File: src/rtl/riscv_decode_stage_pkg.sv
`default_nettype none
// ============================================================================
// Module      : riscv_decode_stage_pkg
// Description : Shared RV32I decode definitions: opcode constants, operand
//               select encodings, immediate-type codes, the decoded control
//               bundle type and the immediate assembly helper.
// Revision    : 1.0 - initial release
// ============================================================================
package riscv_decode_stage_pkg;

    // RV32I major opcodes
    localparam logic [6:0] c_OPC_LOAD   = 7'b0000011;
    localparam logic [6:0] c_OPC_STORE  = 7'b0100011;
    localparam logic [6:0] c_OPC_BRANCH = 7'b1100011;
    localparam logic [6:0] c_OPC_JALR   = 7'b1100111;
    localparam logic [6:0] c_OPC_JAL    = 7'b1101111;
    localparam logic [6:0] c_OPC_OP_IMM = 7'b0010011;
    localparam logic [6:0] c_OPC_OP     = 7'b0110011;
    localparam logic [6:0] c_OPC_LUI    = 7'b0110111;
    localparam logic [6:0] c_OPC_AUIPC  = 7'b0010111;

    // Operand 1 select
    localparam logic [2:0] c_OP1_REG  = 3'd0;
    localparam logic [2:0] c_OP1_PC4  = 3'd1;
    localparam logic [2:0] c_OP1_PC   = 3'd2;
    localparam logic [2:0] c_OP1_ZERO = 3'd3;

    // Operand 2 select
    localparam logic [2:0] c_OP2_REG  = 3'd0;
    localparam logic [2:0] c_OP2_IMM  = 3'd1;
    localparam logic [2:0] c_OP2_ZERO = 3'd2;

    // Immediate formats
    localparam logic [2:0] c_IMM_NONE = 3'd0;
    localparam logic [2:0] c_IMM_I    = 3'd1;
    localparam logic [2:0] c_IMM_S    = 3'd2;
    localparam logic [2:0] c_IMM_B    = 3'd3;
    localparam logic [2:0] c_IMM_U    = 3'd4;
    localparam logic [2:0] c_IMM_J    = 3'd5;

    typedef struct packed {
        logic [4:0]  rs1;
        logic [4:0]  rs2;
        logic [4:0]  rd;
        logic [2:0]  func3;
        logic [6:0]  func7;
        logic [6:0]  opcode;
        logic [31:0] imm;      // 32-bit sign-extended; widened to DW at the port
        logic [2:0]  op1_sel;
        logic [2:0]  op2_sel;
        logic        reg_wr;
        logic        mem_wr;
        logic        mem_rd;
        logic        illegal;
    } decode_t;

    function automatic logic [31:0] gen_imm(input logic [31:0] instr,
                                            input logic [2:0]  imm_type);
        logic [31:0] imm;
        case (imm_type)
            c_IMM_I: imm = {{20{instr[31]}}, instr[31:20]};
            c_IMM_S: imm = {{20{instr[31]}}, instr[31:25], instr[11:7]};
            c_IMM_B: imm = {{19{instr[31]}}, instr[31], instr[7],
                            instr[30:25], instr[11:8], 1'b0};
            c_IMM_U: imm = {instr[31:12], 12'b0};
            c_IMM_J: imm = {{11{instr[31]}}, instr[31], instr[19:12],
                            instr[20], instr[30:21], 1'b0};
            default: imm = 32'd0;
        endcase
        return imm;
    endfunction

endpackage
`default_nettype wire

File: src/rtl/riscv_decode_comb.sv
`default_nettype none
// ============================================================================
// Module      : riscv_decode_comb
// Description : Purely combinational RV32I decoder: instruction word to
//               control bundle, including illegal-instruction detection.
//   i_instr : 32-bit instruction word
//   o_dec   : decoded bundle (fields, immediate, selects, enables, illegal)
// Revision    : 1.0 - initial release
// ============================================================================
module riscv_decode_comb
    import riscv_decode_stage_pkg::*;
#(
    parameter bit EN_M = 1'b0
) (
    input  logic [31:0] i_instr,
    output decode_t     o_dec
);

    logic [6:0] w_opc;
    logic [2:0] w_f3;
    logic [6:0] w_f7;
    logic [2:0] w_imm_type;
    logic [2:0] w_op1;
    logic [2:0] w_op2;
    logic       w_wr;
    logic       w_mrd;
    logic       w_mwr;
    logic       w_ill;

    assign w_opc = i_instr[6:0];
    assign w_f3  = i_instr[14:12];
    assign w_f7  = i_instr[31:25];

    always_comb begin
        w_imm_type = c_IMM_NONE;
        w_op1      = c_OP1_REG;
        w_op2      = c_OP2_REG;
        w_wr       = 1'b0;
        w_mrd      = 1'b0;
        w_mwr      = 1'b0;
        w_ill      = 1'b0;
        case (w_opc)
            c_OPC_LUI: begin
                w_imm_type = c_IMM_U;
                w_op1      = c_OP1_ZERO;
                w_op2      = c_OP2_IMM;
                w_wr       = 1'b1;
            end
            c_OPC_AUIPC: begin
                w_imm_type = c_IMM_U;
                w_op1      = c_OP1_PC;
                w_op2      = c_OP2_IMM;
                w_wr       = 1'b1;
            end
            c_OPC_JAL: begin
                w_imm_type = c_IMM_J;
                w_op1      = c_OP1_PC4;
                w_op2      = c_OP2_ZERO;
                w_wr       = 1'b1;
            end
            c_OPC_JALR: begin
                w_imm_type = c_IMM_I;
                w_op1      = c_OP1_PC4;
                w_op2      = c_OP2_ZERO;
                w_wr       = 1'b1;
                w_ill      = (w_f3 != 3'd0);
            end
            c_OPC_BRANCH: begin
                w_imm_type = c_IMM_B;
                w_ill      = (w_f3 == 3'd2) || (w_f3 == 3'd3);
            end
            c_OPC_LOAD: begin
                w_imm_type = c_IMM_I;
                w_op2      = c_OP2_IMM;
                w_wr       = 1'b1;
                w_mrd      = 1'b1;
                w_ill      = (w_f3 == 3'd3) || (w_f3 == 3'd6) || (w_f3 == 3'd7);
            end
            c_OPC_STORE: begin
                w_imm_type = c_IMM_S;
                w_op2      = c_OP2_IMM;
                w_mwr      = 1'b1;
                w_ill      = (w_f3 > 3'd2);
            end
            c_OPC_OP_IMM: begin
                w_imm_type = c_IMM_I;
                w_op2      = c_OP2_IMM;
                w_wr       = 1'b1;
                // Only the shifts carry a func7 in the upper immediate bits
                if (w_f3 == 3'd1) begin
                    w_ill = (w_f7 != 7'h00);
                end else if (w_f3 == 3'd5) begin
                    w_ill = (w_f7 != 7'h00) && (w_f7 != 7'h20);
                end
            end
            c_OPC_OP: begin
                w_wr  = 1'b1;
                w_ill = !((w_f7 == 7'h00) ||
                          ((w_f7 == 7'h20) && ((w_f3 == 3'd0) || (w_f3 == 3'd5))) ||
                          ((w_f7 == 7'h01) && EN_M));
            end
            default: begin
                w_ill = 1'b1;
            end
        endcase
        if (i_instr[1:0] != 2'b11) begin
            w_ill = 1'b1;
        end
    end

    always_comb begin
        o_dec         = '0;
        o_dec.rs1     = i_instr[19:15];
        o_dec.rs2     = i_instr[24:20];
        o_dec.rd      = i_instr[11:7];
        o_dec.func3   = w_f3;
        o_dec.func7   = w_f7;
        o_dec.opcode  = w_opc;
        o_dec.imm     = gen_imm(i_instr, w_imm_type);
        o_dec.op1_sel = w_op1;
        o_dec.op2_sel = w_op2;
        // Illegal kills every side effect; a write to x0 is also suppressed
        o_dec.reg_wr  = w_wr && !w_ill && (i_instr[11:7] != 5'd0);
        o_dec.mem_wr  = w_mwr && !w_ill;
        o_dec.mem_rd  = w_mrd && !w_ill;
        o_dec.illegal = w_ill;
    end

endmodule
`default_nettype wire

File: src/rtl/riscv_decode_stage.sv
`default_nettype none
// ============================================================================
// Module      : riscv_decode_stage
// Description : Registered RV32I ID stage with valid/ready on both sides,
//               flush, and an optional 2-entry skid so ready_o is a flop.
//   clk_i/rst_i            : clock, async active-high reset
//   Instruction_i/Pc_i     : fetch-side item, qualified by valid_i/ready_o
//   flush_i                : drop every held and incoming item
//   ready_i/valid_o        : EX-side handshake
//   Pc_o .. illegal_o      : registered decoded bundle
// Revision    : 1.0 - initial release
// ============================================================================
module riscv_decode_stage
    import riscv_decode_stage_pkg::*;
#(
    parameter int DW      = 32,
    parameter bit EN_SKID = 1'b1,
    parameter bit EN_M    = 1'b0
) (
    input  logic          clk_i,
    input  logic          rst_i,
    input  logic [31:0]   Instruction_i,
    input  logic [DW-1:0] Pc_i,
    input  logic          valid_i,
    output logic          ready_o,
    input  logic          flush_i,
    input  logic          ready_i,
    output logic          valid_o,
    output logic [DW-1:0] Pc_o,
    output logic [4:0]    RegRs1_o,
    output logic [4:0]    RegRs2_o,
    output logic [4:0]    RegRd_o,
    output logic [2:0]    Func3_o,
    output logic [6:0]    Func7_o,
    output logic [6:0]    opcode_o,
    output logic [DW-1:0] Immediate_o,
    output logic [2:0]    Operand1_sel_o,
    output logic [2:0]    Operand2_sel_o,
    output logic          RegWr_en_o,
    output logic          memWr_en_o,
    output logic          memRd_en_o,
    output logic          illegal_o
);

    localparam logic [1:0] c_ST_EMPTY = 2'd0;
    localparam logic [1:0] c_ST_FULL  = 2'd1;
    localparam logic [1:0] c_ST_SKID  = 2'd2;

    decode_t       w_dec;
    logic          w_accept;
    logic          w_drain;

    logic [1:0]    r_state;
    logic          r_valid;
    logic          r_ready;
    decode_t       r_main;
    logic [DW-1:0] r_main_pc;
    decode_t       r_skid;
    logic [DW-1:0] r_skid_pc;

    riscv_decode_comb #(
        .EN_M (EN_M)
    ) u_decode (
        .i_instr (Instruction_i),
        .o_dec   (w_dec)
    );

    assign w_accept = valid_i && ready_o;
    assign w_drain  = r_valid && ready_i;

    generate
        if (EN_SKID) begin : g_skid
            assign ready_o = r_ready;
        end else begin : g_noskid
            // Without the skid a new item may enter only as the old one leaves,
            // so the SKID state is never reached.
            assign ready_o = !r_valid || ready_i;
        end
    endgenerate

    always_ff @(posedge clk_i or posedge rst_i) begin
        if (rst_i) begin
            r_state   <= c_ST_EMPTY;
            r_valid   <= 1'b0;
            r_ready   <= 1'b1;
            r_main    <= '0;
            r_main_pc <= '0;
            r_skid    <= '0;
            r_skid_pc <= '0;
        end else if (flush_i) begin
            r_state <= c_ST_EMPTY;
            r_valid <= 1'b0;
            r_ready <= 1'b1;
        end else begin
            case (r_state)
                c_ST_EMPTY: begin
                    if (w_accept) begin
                        r_main    <= w_dec;
                        r_main_pc <= Pc_i;
                        r_valid   <= 1'b1;
                        r_state   <= c_ST_FULL;
                    end
                end
                c_ST_FULL: begin
                    if (w_accept && w_drain) begin
                        r_main    <= w_dec;
                        r_main_pc <= Pc_i;
                    end else if (w_accept) begin
                        // EX is stalled: park the newcomer behind the main entry
                        r_skid    <= w_dec;
                        r_skid_pc <= Pc_i;
                        r_ready   <= 1'b0;
                        r_state   <= c_ST_SKID;
                    end else if (w_drain) begin
                        r_valid <= 1'b0;
                        r_state <= c_ST_EMPTY;
                    end
                end
                c_ST_SKID: begin
                    if (w_drain) begin
                        r_main    <= r_skid;
                        r_main_pc <= r_skid_pc;
                        r_ready   <= 1'b1;
                        r_state   <= c_ST_FULL;
                    end
                end
                default: begin
                    r_state <= c_ST_EMPTY;
                    r_valid <= 1'b0;
                    r_ready <= 1'b1;
                end
            endcase
        end
    end

    assign valid_o        = r_valid;
    assign Pc_o           = r_main_pc;
    assign RegRs1_o       = r_main.rs1;
    assign RegRs2_o       = r_main.rs2;
    assign RegRd_o        = r_main.rd;
    assign Func3_o        = r_main.func3;
    assign Func7_o        = r_main.func7;
    assign opcode_o       = r_main.opcode;
    assign Immediate_o    = DW'($signed(r_main.imm));
    assign Operand1_sel_o = r_main.op1_sel;
    assign Operand2_sel_o = r_main.op2_sel;
    assign RegWr_en_o     = r_main.reg_wr;
    assign memWr_en_o     = r_main.mem_wr;
    assign memRd_en_o     = r_main.mem_rd;
    assign illegal_o      = r_main.illegal;

endmodule
`default_nettype wire

File: config.mk
export PLATFORM = sky130hd
export DESIGN_NAME = riscv_decode_stage
export DESIGN_NICKNAME = d
export VERILOG_FILES = /design/src/rtl/riscv_decode_stage_pkg.sv /design/src/rtl/riscv_decode_comb.sv /design/src/rtl/riscv_decode_stage.sv
export SDC_FILE = /design/constraint.sdc
export NUM_CORES = 1
export LEC_CHECK = 0
export CAP_MARGIN = 20
export CORE_MARGIN = 5
export CORE_UTILIZATION = 49
export CTS_BUF_LIST = sky130_fd_sc_hd__clkbuf_2
export DETAILED_ROUTE_END_ITERATION = 8
export PLACE_DENSITY = 0.75
export SKIP_LAST_GASP = 1
export SYNTH_ARGS = -nofsm -noshare
export SYNTH_HDL_FRONTEND = slang
export SYNTH_SLANG_ARGS = --single-unit
File: constraint.sdc
create_clock -name clk_i -period 6.3 [get_ports clk_i]
set_input_delay 0.63 -clock clk_i [delete_from_list [all_inputs] [get_ports clk_i]]
set_output_delay 0.63 -clock clk_i [all_outputs]
set_load 0.01 [all_outputs]
==> results.toml <==
[finish]
layout_common_cells = "nand2_1 (411), dfrtp_1 (211), clkdlybuf4s50_1 (174)"
n_fill_cell = 1670
drive_gt1_share_pct = 9.070
final_common_cell = "nand2_1"
final_nets = 1342
syn_to_final_growth_pct = 24.94

[sta]
report.final.slew_viol_count = 0
tightest_slew_ns = 1.016
timing.final.crit_share_pct = 42.83
hold_viol = 0
max_slew_margin_pct = 32.26
setup_viol = 0
skew_ns = 0.06299
rsz0062_at_grt = "no"
hold-worst-slack_ns = 0.3519
tns_ns = 0
fmax_mhz = 370.6
period_minus_slack_ns = 2.698

[cts]
clk_path_buf_depth = 3
insertion_delay_ns = 0.82
htree_levels = 2
cts_tree = "built"
cts.repair.resized = 0
clk_pin_slew_ns = 0.11
cts_hold_buf = 0
cts-buffers-inserted = 55
postCtsSetupBuffers = 0
cts.sinks = 212
ctsRootBufferMaster = "clkbuf_2"

[floorplanning]
io_pins = 177
coreArea_um2 = 18770
die_h_um = 148.4
initial_core_util_pct = 50.03
rows = 50
chipWidth_um = 148.4
dieArea_um2 = 22030

[status]
run_status = "completed"

[global_route]
antenna_found_initial = 1
grt_pass1_wl_um = 42670
grt.total_usage_pct = 23.57
grt_max_degree = 95
gr-total-overflow = 0
grt_pass1_vias = 8393

[detailed_routing]
vias = 8372
drt-wirelength-per-cell_um = 16.57
drc = 0
ant_nets = 0
dr.pass1.iters = 5
via_per_inst = 5.412
wirelength_um = 25630
dr.first_iter.drc_count = 640

[power]
p_sw_share_pct = 33.93
power_frac_comb_pct = 31.2
vdd_drop_max_uv = 190.4
p_switching_w = 0.001539
p_int_w = 0.002997
power.share.sequential_pct = 48.1
p_per_area_nw_per_um2 = 386.6
clkPwrFrac_pct = 20.7
leakage_nw = 5.344

[placed_design]
globalplace.congestion = 0.8458
place_hpwl_um = 16330
portBuffers = 174

[synth]
yosys_warnings = 0
synthArstFlopShare_pct = 100.0
yosys_register_bits = 212
ys.flop_type = "dfrtp_1"
synthCells = 1110
yosysSeqAreaShare_pct = 56.51
syn-mean-instance-area_um2 = 8.460
synth.distinct_cells = 54
syn_area_um2 = 9390
synth_edf_count = 0

[setup_path]
worstSetupPathType = "reg -> reg"
crit_fanout = 63
worstPathArrival_ns = 3.37
worst_setup_path_start_kind = "flop"
crit_required_ns = 6.97
cp-end-kind = "flop"

[hold_path]
hp-class = "in -> async"

[flow_run]
maxCapViolCount = 0
## power by group through the flow
stage | clock network (W) | logic, W | registers (W)
global placement | 0 | 0.00139 | 0.00219
detailed placement | 0 | 0.00143 | 0.00221
global route | 0.00104 | 0.00158 | 0.00225
CTS | 0.000966 | 0.00143 | 0.00218
finish | 0.000937 | 0.00141 | 0.00218
floorplan | 0 | 0.000614 | 0.00225
## synth_stat cells, types with 2 or more instances
| cell | number | area share, % |
|---|---|---|
| nor2b_1 | 3 | 0.20 |
| dfrtp_1 | 211 | 56 |
| clkbuf_1 | 59 | 2.4 |
| buf_2 | 13 | 0.69 |
| nand4b_1 | 2 | 0.19 |
| a221oi_1 | 8 | 0.75 |
| mux2_2 | 2 | 0.24 |
| nand3_1 | 20 | 1.1 |
| a21o_1 | 3 | 0.24 |
| nand2b_1 | 7 | 0.47 |
| nand2_1 | 411 | 16 |
| o211ai_1 | 2 | 0.16 |
| nor3_1 | 5 | 0.27 |
| a32oi_1 | 2 | 0.19 |
| a21oi_1 | 48 | 2.6 |
| and2_1 | 3 | 0.20 |
| or4_4 | 2 | 0.24 |
| buf_4 | 2 | 0.16 |
| o21bai_1 | 3 | 0.24 |
| nor2_1 | 127 | 5.1 |
| inv_1 | 5 | 0.20 |
| buf_1 | 8 | 0.32 |
| o21ai_0 | 38 | 2.0 |
| a31oi_1 | 76 | 5.1 |
| or4_1 | 2 | 0.16 |
| mux2i_1 | 2 | 0.21 |
| or3_1 | 2 | 0.13 |
| and3_1 | 2 | 0.13 |
| a211oi_1 | 3 | 0.24 |
| nand3b_1 | 2 | 0.16 |
| o31ai_1 | 14 | 1.1 |
## routing by layer
metal  share of wire (%)  global-route usage (%)  up-vias  wire length [um]
met5                   0                       0        -                 0
met4                 2.2                   7.344        0               575
met3                 7.1                   5.302       50              1817
met2                  48                   38.85      294             12180
met1                  43                   31.26     3988             11060
li1                    -                       -     4040                 -
## cell type report
| cell class | count | area [um2] | area share [%] |
|---|---|---|---|
| flip-flops and latches | 212 | 5306 | 45.23 |
| repair buffers | 188 | 1844 | 15.72 |
| well taps | 234 | 292.8 | 2.495 |
| clock inverters | 11 | 70.07 | 0.5972 |
| inverters | 5 | 22.52 | 0.1920 |
| diodes | 1 | 2.502 | 0.02133 |
| clock buffers | 85 | 425.4 | 3.626 |
| multi-input cells | 811 | 3769 | 32.12 |
## sequential cells by signal, indices dropped and copies added, names as in the netlist, 3 cells and up
name         cells
Func3_o          3
Func7_o          7
Immediate_o     32
Pc_o            32
RegRd_o          5
RegRs1_o         5
RegRs2_o         5
opcode_o         7
r_skid          72
r_skid_pc       32
## cell families (layout without fill, tap and decap cells)
group           count (synthesis)  count (layout)  share of synthesized area [%]
simple gates                  597             597                          25.61
buf+inv                        88             289                          3.784
mux                             4               4                         0.4530
compound gates                207             207                          13.51
flops                         212             212                          56.51
xor+xnor                        1               1                        0.09329
other cells                     1               3                        0.03994
## metrics by stage
stage	cells	area [um2]	utilization (%)	worst slack, ns	power, W
after global placement	1449	11230	59.83	2.913	0.003577
final	1547	11730	62.51	3.602	0.004536
after floorplan	1111	9398	-	2.915	0.002866
after global routing	1547	11730	62.51	3.474	0.004870
after CTS	1545	11730	62.47	3.674	0.004584
after detailed placement	1449	11230	59.83	2.870	0.003636
## final timing paths
path,slack [ns],cells past startpoint,startpoint,end
max,3.60,6,ready_o,r_skid[26]
max in group asynchronous,4.58,3,rst_i,RegWr_en_o
min,0.35,2,rst_i,Immediate_o[28]
min reg2reg,0.48,2,r_skid_pc[23],r_skid_pc[23]
min in group clk_i,0.40,3,Pc_i[3],r_skid_pc[3]
max reg2reg,3.60,6,ready_o,r_skid[26]
## worst max-delay path, stage by stage (launching register included)
cell and delay [ns]:
dfstp_2 0.61, and3b_1 0.22, nand2_1 0.11, or3_4 0.53, buf_4 0.40, nor2_1 0.55, a21oi_1 0.14
Power figures use the tool's default switching activity.
